$ cat config.mk
export PLATFORM = sky130hd
export DESIGN_NAME = piano_keyboard_overlay
export DESIGN_NICKNAME = d
export VERILOG_FILES = /design/src/rtl/piano_keyboard_overlay.sv
export SDC_FILE = /design/constraint.sdc
export NUM_CORES = 1
export LEC_CHECK = 0
export CORE_AREA = 10 10 123 125
export CTS_BUF_LIST = sky130_fd_sc_hd__clkbuf_2
export DETAILED_ROUTE_END_ITERATION = 10
export DIE_AREA = 0 0 133 135
export PLACE_DENSITY = 0.79
export SLEW_MARGIN = 20
export SYNTH_ARGS = -nofsm -noshare
export SYNTH_HDL_FRONTEND = slang
export SYNTH_SLANG_ARGS = --single-unit
export TNS_END_PERCENT = 50
$ cat constraint.sdc
create_clock -name clk -period 3.8 [get_ports clk]
set_input_delay 0.57 -clock clk [delete_from_list [all_inputs] [get_ports clk]]
set_output_delay 0.57 -clock clk [all_outputs]
set_load 0.05 [all_outputs]
$ cat src/rtl/piano_keyboard_overlay.sv
`default_nettype none
// ============================================================================
// Module      : piano_keyboard_overlay (with helper piano_key_timer)
// Description : Draws a NUM_WHITE-key piano over the camera pixel stream and
//               recolours keys that were requested within the last HOLD_FRAMES
//               frames. Optional macro KEY_FADE_EN fades lit colours with age.
// Revision    : 1.0 - initial release
// ============================================================================

module piano_key_timer #(
    parameter int HOLD_FRAMES = 15
`ifdef KEY_FADE_EN
    ,
    parameter int MUL0 = 0,
    parameter int MUL1 = 0
`endif
) (
    input  logic       clk,
    input  logic       reset,
    input  logic       frame_start,
    input  logic       req,
    output logic       lit
`ifdef KEY_FADE_EN
    ,
    output logic [3:0] scale0,
    output logic [3:0] scale1
`endif
);
    localparam int C_W = $clog2(HOLD_FRAMES + 1);

    logic [C_W-1:0] r_cnt;
    logic [C_W-1:0] w_cnt_nxt;
    logic           r_seen;

    always_comb begin
        if (r_seen || req) begin
            w_cnt_nxt = C_W'(HOLD_FRAMES);
        end else if (r_cnt != '0) begin
            w_cnt_nxt = r_cnt - C_W'(1);
        end else begin
            w_cnt_nxt = r_cnt;
        end
    end

`ifdef KEY_FADE_EN
    function automatic logic [3:0] scaled(input int mul, input logic [C_W-1:0] c);
        return 4'((mul * int'(c)) / HOLD_FRAMES);
    endfunction
`endif

    // Counter and lit flag only move on frame_start so a key never tears mid-frame.
    always_ff @(posedge clk or posedge reset) begin
        if (reset) begin
            r_cnt  <= '0;
            r_seen <= 1'b0;
            lit    <= 1'b0;
`ifdef KEY_FADE_EN
            scale0 <= 4'd0;
            scale1 <= 4'd0;
`endif
        end else if (frame_start) begin
            r_cnt  <= w_cnt_nxt;
            r_seen <= 1'b0;
            lit    <= (w_cnt_nxt != '0);
`ifdef KEY_FADE_EN
            scale0 <= scaled(MUL0, w_cnt_nxt);
            scale1 <= scaled(MUL1, w_cnt_nxt);
`endif
        end else if (req) begin
            r_seen <= 1'b1;
        end
    end
endmodule

module piano_keyboard_overlay #(
    parameter int NUM_WHITE      = 8,
    parameter int KEY_W          = 70,
    parameter int BLACK_W        = 48,
    parameter int X_START        = 40,
    parameter int Y_TOP          = 250,
    parameter int Y_BOTTOM       = 479,
    parameter int BLACK_Y_BOTTOM = 370,
    parameter int HOLD_FRAMES    = 15
) (
    input  logic                 clk,
    input  logic                 reset,
    input  logic                 de,
    input  logic [9:0]           x,
    input  logic [9:0]           y,
    input  logic [3:0]           cam_r,
    input  logic [3:0]           cam_g,
    input  logic [3:0]           cam_b,
    input  logic                 frame_start,
    input  logic [NUM_WHITE-1:0] white_on,
    input  logic [NUM_WHITE-2:0] black_on,
    output logic [3:0]           out_r,
    output logic [3:0]           out_g,
    output logic [3:0]           out_b,
    output logic                 de_out,
    output logic [NUM_WHITE-1:0] white_lit,
    output logic [NUM_WHITE-2:0] black_lit
);
    localparam int          C_IW     = $clog2(NUM_WHITE);
    localparam logic [11:0] C_X_LO   = 12'(X_START);
    localparam logic [11:0] C_X_END  = 12'(X_START + NUM_WHITE * KEY_W);
    localparam logic [11:0] C_X_LAST = 12'(X_START + NUM_WHITE * KEY_W - 1);

    logic [11:0]          w_xw;
    logic [11:0]          w_yw;
    logic                 w_in_band;
    logic                 w_in_black_rows;
    logic [NUM_WHITE-1:0] w_hit_w;
    logic [NUM_WHITE-1:0] w_edge_w;
    logic [NUM_WHITE-2:0] w_hit_b;
    logic [C_IW-1:0]      w_widx;
    logic [C_IW-1:0]      w_bidx;

`ifdef KEY_FADE_EN
    logic [3:0] w_wsc0 [NUM_WHITE];
    logic [3:0] w_wsc1 [NUM_WHITE];
    logic [3:0] w_bsc0 [NUM_WHITE-1];
    logic [3:0] w_bsc1 [NUM_WHITE-1];
`endif

    assign w_xw            = {2'b00, x};
    assign w_yw            = {2'b00, y};
    assign w_in_band       = (w_yw >= 12'(Y_TOP)) && (w_yw <= 12'(Y_BOTTOM));
    assign w_in_black_rows = (w_yw >= 12'(Y_TOP)) && (w_yw <= 12'(BLACK_Y_BOTTOM));

    genvar i;
    generate
        for (i = 0; i < NUM_WHITE; i++) begin : g_white
            localparam logic [11:0] C_L = 12'(X_START + i * KEY_W);
            localparam logic [11:0] C_R = 12'(X_START + (i + 1) * KEY_W - 1);

            assign w_hit_w[i]  = (w_xw >= C_L) && (w_xw <= C_R);
            assign w_edge_w[i] = (w_xw == C_L);

            piano_key_timer #(
                .HOLD_FRAMES (HOLD_FRAMES)
`ifdef KEY_FADE_EN
                ,
                .MUL0        (5),
                .MUL1        (15)
`endif
            ) u_timer (
                .clk         (clk),
                .reset       (reset),
                .frame_start (frame_start),
                .req         (white_on[i]),
                .lit         (white_lit[i])
`ifdef KEY_FADE_EN
                ,
                .scale0      (w_wsc0[i]),
                .scale1      (w_wsc1[i])
`endif
            );
        end

        for (i = 0; i < NUM_WHITE - 1; i++) begin : g_black
            // Slots after E (i%7==2) and B (i%7==6) have no black key in a C-based octave.
            localparam bit          C_EXISTS = ((i % 7) != 2) && ((i % 7) != 6);
            localparam int          C_B      = X_START + (i + 1) * KEY_W;
            localparam logic [11:0] C_L      = 12'(C_B - BLACK_W / 2);
            localparam logic [11:0] C_R      = 12'(C_B + BLACK_W / 2 - 1);

            assign w_hit_b[i] = C_EXISTS && w_in_black_rows && (w_xw >= C_L) && (w_xw <= C_R);

            piano_key_timer #(
                .HOLD_FRAMES (HOLD_FRAMES)
`ifdef KEY_FADE_EN
                ,
                .MUL0        (10),
                .MUL1        (6)
`endif
            ) u_timer (
                .clk         (clk),
                .reset       (reset),
                .frame_start (frame_start),
                .req         (black_on[i] && C_EXISTS),
                .lit         (black_lit[i])
`ifdef KEY_FADE_EN
                ,
                .scale0      (w_bsc0[i]),
                .scale1      (w_bsc1[i])
`endif
            );
        end
    endgenerate

    always_comb begin
        w_widx = '0;
        for (int k = 0; k < NUM_WHITE; k++) begin
            if (w_hit_w[k]) w_widx = C_IW'(k);
        end
        w_bidx = '0;
        for (int k = 0; k < NUM_WHITE - 1; k++) begin
            if (w_hit_b[k]) w_bidx = C_IW'(k);
        end
    end

    logic            r_s1_de;
    logic [11:0]     r_s1_cam;
    logic            r_s1_black;
    logic            r_s1_outline;
    logic            r_s1_white;
    logic            r_s1_outside;
    logic [C_IW-1:0] r_s1_widx;
    logic [C_IW-1:0] r_s1_bidx;

    always_ff @(posedge clk or posedge reset) begin
        if (reset) begin
            r_s1_de      <= 1'b0;
            r_s1_cam     <= '0;
            r_s1_black   <= 1'b0;
            r_s1_outline <= 1'b0;
            r_s1_white   <= 1'b0;
            r_s1_outside <= 1'b0;
            r_s1_widx    <= '0;
            r_s1_bidx    <= '0;
        end else begin
            r_s1_de      <= de;
            r_s1_cam     <= {cam_r, cam_g, cam_b};
            r_s1_black   <= |w_hit_b;
            r_s1_outline <= w_in_band && ((|w_edge_w) || (w_xw == C_X_LAST));
            r_s1_white   <= w_in_band && (|w_hit_w);
            r_s1_outside <= w_in_band && ((w_xw < C_X_LO) || (w_xw >= C_X_END));
            r_s1_widx    <= w_widx;
            r_s1_bidx    <= w_bidx;
        end
    end

    logic [11:0] w_white_lit_col;
    logic [11:0] w_black_lit_col;
    logic [11:0] w_col;

`ifdef KEY_FADE_EN
    assign w_white_lit_col = {4'd15, 4'd15 - w_wsc0[r_s1_widx], 4'd15 - w_wsc1[r_s1_widx]};
    assign w_black_lit_col = {w_bsc0[r_s1_bidx], w_bsc1[r_s1_bidx], 4'd0};
`else
    assign w_white_lit_col = 12'hFA0;
    assign w_black_lit_col = 12'hA60;
`endif

    always_comb begin
        w_col = r_s1_cam;
        if (!r_s1_de) begin
            w_col = 12'h000;
        end else if (r_s1_black) begin
            w_col = black_lit[r_s1_bidx] ? w_black_lit_col : 12'h000;
        end else if (r_s1_outline) begin
            w_col = 12'h000;
        end else if (r_s1_white) begin
            w_col = white_lit[r_s1_widx] ? w_white_lit_col : 12'hFFF;
        end else if (r_s1_outside) begin
            w_col = 12'h222;
        end
    end

    always_ff @(posedge clk or posedge reset) begin
        if (reset) begin
            out_r  <= 4'd0;
            out_g  <= 4'd0;
            out_b  <= 4'd0;
            de_out <= 1'b0;
        end else begin
            out_r  <= w_col[11:8];
            out_g  <= w_col[7:4];
            out_b  <= w_col[3:0];
            de_out <= r_s1_de;
        end
    end
endmodule

`default_nettype wire

* After elaboration in Yosys (flattened, before gate mapping)
Cells that the tools add are included.
Operators by class: muxes and demuxes 76, equality and inequality tests 9, bitwise logic cells 0, $mul 0, reduce and logical (&&, ||, !) cells 84, shift operators 0, $lt $le $gt $ge 33, div/mod/pow operators 0, $add $sub $neg 15
Operators by type and width (count):
- nonzero test 4 bit | 30
- 2-to-1 mux 4 bit | 28
- <= comparator 10 x 9 -> 1 bit, second input constant | 8
- 2-to-1 mux 12 bit | 6
- greater-or-equal comparator 10 x 9 -> 1 bit, second input constant | 6
- subtractor 4 x 1 -> 4 bit, second input constant | 15
- greater-or-equal comparator 10 x 8 -> 1 bit, second input constant | 4
- <= comparator 10 x 8 -> 1 bit, second input constant | 4
- == test 10 x 9 -> 1 bit, second input constant | 3
- 2-to-1 mux 1 bit | 30
- nonzero test 2 bit | 13
- logical AND 1 bit | 23
- == test 10 bit, second input constant | 2
- == test 10 x 8 -> 1 bit, second input constant | 2
- greater-or-equal comparator 10 bit, second input constant | 2
- greater-or-equal comparator 10 x 7 -> 1 bit, second input constant | 2
- <= comparator 10 bit, second input constant | 2
- 2-to-1 mux 3 bit | 6
- OR reduction 8 bit | 2
- logical OR 1 bit | 15
- == test 10 x 6 -> 1 bit, second input constant | 1
- == test 10 x 7 -> 1 bit, second input constant | 1
- greater-or-equal comparator 10 x 6 -> 1 bit, second input constant | 1
- <= comparator 10 x 7 -> 1 bit, second input constant | 1
- 6 further kinds | 10
Word-level totals: RAM bits 0, memory bits (read-only) 0, latch bits 0, output and inout port bits 28, flip-flop bits (word level) 124, memories kept 0

* Depth between registers and ports, before layout
Gate-level depths: netlist of the first run.
depth after elaboration 9, mapped depth 6

* Modules after synthesis
From an unflattened synthesis of the first run, not the netlist that was laid out.
Unflattened totals: cells, all modules 676, area, all modules 7095.6 µm²
Modules (own cells, without submodules):
- piano_key_timer | seq. area each 150.1 µm², area an instance 352.8 µm², cells an instance 33, times used 15
- piano_keyboard_overlay | seq. area each 900.9 µm², area an instance 1803.0 µm², cells an instance 181, times used 1

* Worst setup path after synthesis of the first run
Ideal clock, no wire load.
kind in2reg, start point input port x[7], end point register r_s1_outline, setup time 0.084 ns, stages on the path 5, path buffers 1, required time 3.716 ns, setup slack 1.855 ns, data arrival time 1.862 ns, cells stage by stage buf_6 or4b_1 a2111oi_1 o211ai_1 a41oi_2
Between the ends: word-level cells in the longest chain between the ends 4, elaborated cells between the ends (all ways) 12, those cells by class eq/ne (9); reduce/logical (3)
Ends and longest elaborated chain:
- start: declaration | line 88 | input logic [9:0] x,
- == test 10 x 6 -> 1 bit, or another cell as far along | line 137 | assign w_edge_w[i] = (w_xw == C_L);
- OR reduction 8 bit | line 225 | r_s1_outline <= w_in_band && ((|w_edge_w) || (w_xw == C_X_LAST));
- logical OR 1 bit * | line 225
- logical AND 1 bit * | line 225
- end signal: assignment | line 225
- end: declaration | line 205 | logic r_s1_outline;
Mark *: on every way between the ends. The rest lies on a longest branch, timed or not. A chain may end at the register's enable or synchronous reset.

* Worst setup path after layout of the first run
start point register g_black[3].u_timer.lit, end point output port black_lit[3]
RTL lines:
- start: declaration | line 22 | output logic lit
- start signal: assignment | line 64 | lit <= (w_cnt_nxt != '0);
- end: declaration | line 101 | output logic [NUM_WHITE-2:0] black_lit
No word-level cell between the ends.

==> metrics.md, run 1 <==
| Metric | Value |
|---|---|
| Initial DRT Pass Iterations | 5 |
| Minimum clock period | 2.57 ns |
| Yosys warns | 0 |
| Std cell rows | 41 |
| Clk pwr share | 27.1% |
| Setup repair bufs after CTS | 0 |
| FILL cells | 1043 |
| Worst-path clk slew | 0.17 ns |
| Hold crit path type | in2reg |
| Status | complete, no violations |
| GRT Total Usage | 17.1% |
| H-Tree Depth | 4 |
| Iteration-0 DRC Markers | 516 |
| Routability cong. | 0.895 |
| Maximum vdd drop | 0.000168 V |
| Sequential share of power | 51.9% |
| Post-DP HPWL | 10900 um |
| First-pass GRT wire length | 25700 um |
| Endpoints failing setup | 0 |
| Post-Route Utilization | 61.1% |
| Synthesized area per cell | 9.17 um^2 |
| Sw Pwr | 0.961 mW |
| Worst r2r dst | g_black[3].u_timer.lit |
| Layout cells sized above 1 | 6.31% |
| Hold Slack | 0.295 ns |
| Post-cts sizing count | 0 |
| Maximum fanout along the worst path | 3 |
| WHS Path Cells | 1 |
| Worst-Skew Late Latency | 0.69 ns |
| Core ar. | 12600 um^2 |
| Slowest stage cell, crit path | clkdlybuf4s50_1 |
| Mapped Cells | 723 |
| GRT overflow | 0 |
| Largest net degree at the start of global routing | 85 |
| Mapped cell area | 6630 um^2 |
| Final hold viol count | 0 |
| Combinational share of power | 21.0% |
| Vias in the first global route | 5471 |
| Syn_nets | 789 |
| Leakage | 3.12 nW |
| Critical Path Start | g_black[3].u_timer.lit |
| # IOs | 79 |
| Hold path startpoint | cam_g[2] |
| DRC | 0 |
| Pwr/cell area | 396 nW/um^2 |
| Number of max-cap violations | 0 |
| Die area | 18000 um^2 |
| Crit. End Element | primary output |
| Post-DRT Antenna Nets | 0 |
| DR vias/cell | 5.80 |
| Area grow syn2layout | 15.8% |
| Nets | 845 |
| Max incr delay on CP | 0.87 ns |
| Clk root buf | clkbuf_2 |
| Num CTS Buffers | 17 |
| CP cell instances | clkdlybuf4s50_1 |
| Sequential-to-total area share from yosys stat | 46.8% |
| Die Wd | 133 um |
| Post-synth EDFFs | 0 |
| Synth Register Bits | 124 |
| Number of port buffers | 76 |
| Vias | 5598 |
| Worst EP arrival | 2.00 ns |
| Routed wire length | 15200 um |
| Cts hold-fix bufs | 0 |
| Filler-free cell count of the finished design | 965 |
| Inst Count DP | 932 |
| Bufs on Longest Clock Path | 2 |
| Type of the worst setup path | reg2out |
| Top_reg_cell synth | dfrtp_1 |
| Critical Path RT | 3.23 ns |
| Die Ht | 135 um |
| Worst r2r src | g_black[3].u_timer.r_cnt[0] |
| Worst Path Buf+Inv | 1 |
| R2R Setup Slk | 1.56 ns |
| Initial antenna violation count | 1 |
| Clk_skew | 0.0189 ns |
| Setup TNS | 0 ns |
| CP delay by family, top | buffers and inverters |
| Switching share of power | 31.6% |
| Async SR Flop Fraction | 100% |
| Fmax | 0.389 GHz |
| Routed WL per cell | 15.7 um |
| Normalized max-slew margin | 35.5% |
| P_int | 2.08 mW |
| Clk sinks | 124 |
| Final Max Tran Viols | 0 |
| CTS tree | done |
| Library cells used by synthesis | 58 |
| RSZ-0062 raised after global routing | false |
| Period Utilization, post-route | 67.7% |
| Slew at the pin closest to its max-slew limit | 0.965 ns |
| Critical Path Source Type | register |
| Initial Util | 52.7% |
| R2r worst-path depth | 6 |
| Hold EP | r_s1_cam[6] |
kinds of logic (layout without fill, tap and decap cells):
logic type / after synthesis / in the layout / share of synthesized area [%]
buf+inv: 76 / 145 / 5.30
other cells: 0 / 1 / 0
fa+ha+maj: 15 / 15 / 2.83
flops: 124 / 124 / 46.8
xor+xnor: 10 / 10 / 1.32
simple gates: 321 / 321 / 23.4
compound gates: 165 / 165 / 17.9
mux: 12 / 12 / 2.49
stage by stage:
stage          power [mW]  cell area (um^2)  worst slack (ns)
6_report             3.04              7670              1.23
4_1_cts              3.05              7670              1.17
5_1_grt              3.22              7670              1.14
3_3_place_gp         2.18              7440              1.09
2_1_floorplan        2.02              6630              1.70
3_5_place_dp         2.23              7440              1.06
cell usage in the layout (no fill, tap or decap), drive strengths merged, types with 6 or more instances in the layout:
master / instances
o41ai: 7
o21ai: 17
nand3b: 15
nor3b: 20
xnor2: 9
a21oi: 34
a21o: 10
clkdlybuf4s50: 75
nor3: 29
nand2b: 12
o31a: 6
a41oi: 9
nor2: 106
mux2: 6
nor4: 11
ha: 15
clkbuf: 21
nand2: 83
a31oi: 23
nand3: 18
clkinv: 9
inv: 32
o2111ai: 6
or3b: 6
dfrtp: 124
a22o: 25
registers in the layout, indices dropped and copies added, names as in the netlist, 3 cells and up:
signal	count
out_b	4
g_white.u_timer.r_seen	8
out_r	4
g_black.u_timer.r_cnt	28
r_s1_widx	3
r_s1_bidx	3
r_s1_cam	12
g_black.u_timer.lit	7
g_black.u_timer.r_seen	5
g_white.u_timer.r_cnt	32
out_g	4
g_white.u_timer.lit	8
worst reg2reg max path, stage by stage (launching register included):
cell	delay, ns
dfrtp_1	0.47
inv_1	0.09
ha_1	0.25
nor3b_1	0.43
nor2_1	0.09
a2111oi_0	0.59
a41oi_1	0.21
worst max path at each step:
stage                              end  cells after the start
after CTS                 black_lit[1]                      1
after global placement    r_s1_outline                      5
after detailed placement  r_s1_outline                      5
after floorplan                 de_out                      1
final                     black_lit[3]                      1
after global routing      black_lit[1]                      1
area by class of cell:
type,instances,area [um^2],share of cell area (%)
Tap cell,172,215,2.80
Multi-Input combinational cell,523,3170,41.4
Clock buffer,21,105,1.37
Inverter,34,131,1.71
Antenna cell,1,2.50,0.0326
Timing Repair Buffer,79,818,10.7
Sequential cell,124,3100,40.4
Clock inverter,11,125,1.63
Yosys cell counts, types with 7 or more instances:
cell type / n / area share, %
a21o_1: 10 / 1.1
a21oi_1: 34 / 2.6
a22o_1: 25 / 3.3
a31oi_1: 23 / 2.2
a41oi_1: 8 / 1.1
buf_4: 15 / 1.7
clkbuf_1: 22 / 1.2
dfrtp_1: 124 / 47
ha_1: 15 / 2.8
inv_1: 33 / 1.9
nand2_1: 83 / 4.7
nand2b_1: 12 / 1.1
nand3_1: 18 / 1.4
nand3b_1: 15 / 1.7
nor2_1: 106 / 6.0
nor3_1: 29 / 2.2
nor3b_1: 20 / 2.3
nor4_1: 11 / 1.0
o21ai_0: 17 / 1.3
o41ai_1: 7 / 0.92
xnor2_1: 9 / 1.2
power by group through the flow:
stage               logic (mW)  registers (mW)  clock network [mW]
floorplan                0.421            1.60                   0
global placement         0.594            1.59                   0
detailed placement       0.637            1.60                   0
CTS                      0.638            1.57               0.841
global route             0.712            1.60               0.905
finish                   0.637            1.58               0.823
layer usage:
layer	GRT usage [%]	routed length, um	vias to the layer above
met1	20.1	6440	2698
li1	-	-	2720
met3	3.64	617	30
met4	8.01	409	0
met5	0	0	-
met2	29.3	7710	150
Power figures use the tool's default switching activity.
==> run 2: changes to the inputs <==
CORE_AREA = 10 10 118 120   (was 10 10 123 125)
DIE_AREA = 0 0 128 130   (was 0 0 133 135)
PLACE_DENSITY = 0.82   (was 0.79)
clock period = 2.65 ns   (was 3.8 ns; I/O delays follow)
==> metrics.md, run 2 (synthesized netlist as in run 1, its figures left out) <==
| Metric | Value |
|---|---|
| Max incr delay on CP | 0.85 ns |
| First-pass GRT wire length | 25500 um |
| Routed WL per cell | 15.9 um |
| GRT overflow | 0 |
| Setup repair bufs after CTS | 0 |
| Maximum fanout along the worst path | 3 |
| Commonest non-fill, non-tap cell in the layout | dfrtp_1 |
| WHS Path Cells | 1 |
| Layout cells sized above 1 | 7.13% |
| DRC | 0 |
| Bufs on Longest Clock Path | 2 |
| Instance count on the critical path | 1 |
| Worst-path clk slew | 0.19 ns |
| Normalized max-slew margin | 58.3% |
| Fmax | 0.412 GHz |
| Setup TNS | 0 ns |
| Cts hold-fix bufs | 0 |
| Routability cong. | 0.891 |
| Top reg by flops | g_white.u_timer.r_cnt |
| FILL cells | 913 |
| CTS tree | done |
| Clk root buf | clkbuf_2 |
| Vias in the first global route | 5441 |
| Worst-Skew Late Latency | 0.70 ns |
| H-Tree Depth | 4 |
| Std cell rows | 40 |
| Final Max Tran Viols | 0 |
| R2r worst-path depth | 6 |
| Most frequent cells in the layout | dfrtp_1 (124), nor2_1 (106), nand2_1 (83) |
| Die Ht | 130 um |
| Post-DRT Antenna Nets | 0 |
| Hold Slack | 0.129 ns |
| Nets | 853 |
| CP delay by family, top | buffers and inverters |
| Vias | 5645 |
| Number of port buffers | 76 |
| Crit. End Element | primary output |
| Die area | 16600 um^2 |
| DR vias/cell | 5.96 |
| Iteration-0 DRC Markers | 658 |
| Routed wire length | 15100 um |
| Pwr/cell area | 556 nW/um^2 |
| Largest net degree at the start of global routing | 88 |
| Slew at the pin closest to its max-slew limit | 0.609 ns |
| Minimum clock period | 2.43 ns |
| Leakage | 3.14 nW |
| Initial Util | 56.6% |
| Endpoints failing setup | 0 |
| Final hold viol count | 0 |
| CP cell instances | clkdlybuf4s50_1 |
| Core ar. | 11700 um^2 |
| Num CTS Buffers | 17 |
| GRT Total Usage | 18.7% |
| Worst EP arrival | 2.03 ns |
| Largest regs | g_white.u_timer.r_cnt: 32 flops, g_black.u_timer.r_cnt: 28 flops, r_s1_cam: 12 flops |
| Clk_skew | 0.0281 ns |
| Maximum vdd drop | 0.000403 V |
| Tot Pwr | 4.27 mW |
| Post-DP HPWL | 10900 um |
| Critical Path RT | 2.25 ns |
| # IOs | 79 |
| Initial DRT Pass Iterations | 5 |
| Initial antenna violation count | 1 |
| Type of the worst setup path | reg2out |
| Area grow syn2layout | 15.8% |
| Number of max-cap violations | 0 |
| Worst Path Buf+Inv | 1 |
| Critical Path Source Type | register |
| Clk sinks | 124 |
| Period Utilization, post-route | 91.7% |
| Die Wd | 128 um |
| Status | complete, no violations |
| Max reg flops | 32 |
| RSZ-0062 raised after global routing | false |
| Post-cts sizing count | 0 |
| Hold crit path type | in2reg |
| Slowest stage cell, crit path | clkdlybuf4s50_1 |
run 2: area by class of cell:
| cell class | instances | area [um^2] | share of cell area, % |
|---|---|---|---|
| clock inverter | 11 | 103 | 1.34 |
| antenna | 1 | 2.50 | 0.0326 |
| sequential | 124 | 3100 | 40.4 |
| clock buffer | 20 | 100 | 1.30 |
| timing repair buffer | 87 | 878 | 11.4 |
| tap | 147 | 184 | 2.40 |
| multi-input combinational | 523 | 3170 | 41.4 |
| inverter | 34 | 131 | 1.71 |
run 2: per-stage QoR:
step | setup WS, ns | util (%) | instances | instance area (um^2)
final | 0.221 | 65.5 | 947 | 7680
after global routing | 0.107 | 65.5 | 947 | 7680
after CTS | 0.168 | 65.5 | 946 | 7670
after detailed placement | 0.366 | 63.8 | 915 | 7470
after global placement | 0.397 | 63.8 | 915 | 7470
after floorplan | 0.727 | - | 723 | 6630
run 2: worst paths after layout:
path                                              from                           to  slack [ns]
max                             g_black[5].u_timer.lit                 black_lit[5]        0.22
min                                           cam_g[2]                  r_s1_cam[6]        0.13
max reg2reg                g_black[3].u_timer.r_cnt[0]       g_black[3].u_timer.lit        0.42
min reg2reg                                    r_s1_de                       de_out        0.45
max in group asynchronous                        reset       g_black[6].u_timer.lit        2.10
min in group asynchronous                        reset  g_black[3].u_timer.r_cnt[3]        0.16
run 2: report_power, final:
group | leakage, nW | internal, mW | switching, mW
combinational | 1.66 | 0.400 | 0.520
sequential | 1.35 | 2.06 | 0.197
clock | 0.133 | 0.419 | 0.670
total | 3.14 | 2.88 | 1.39
run 2: per-layer routing:
layer	up-vias	part of all wire, %	global-route usage [%]
li1	2734	-	-
met1	2715	41	22.0
met2	163	52	32.1
met3	33	4.6	4.34
met4	0	2.0	7.75
met5	-	0	0
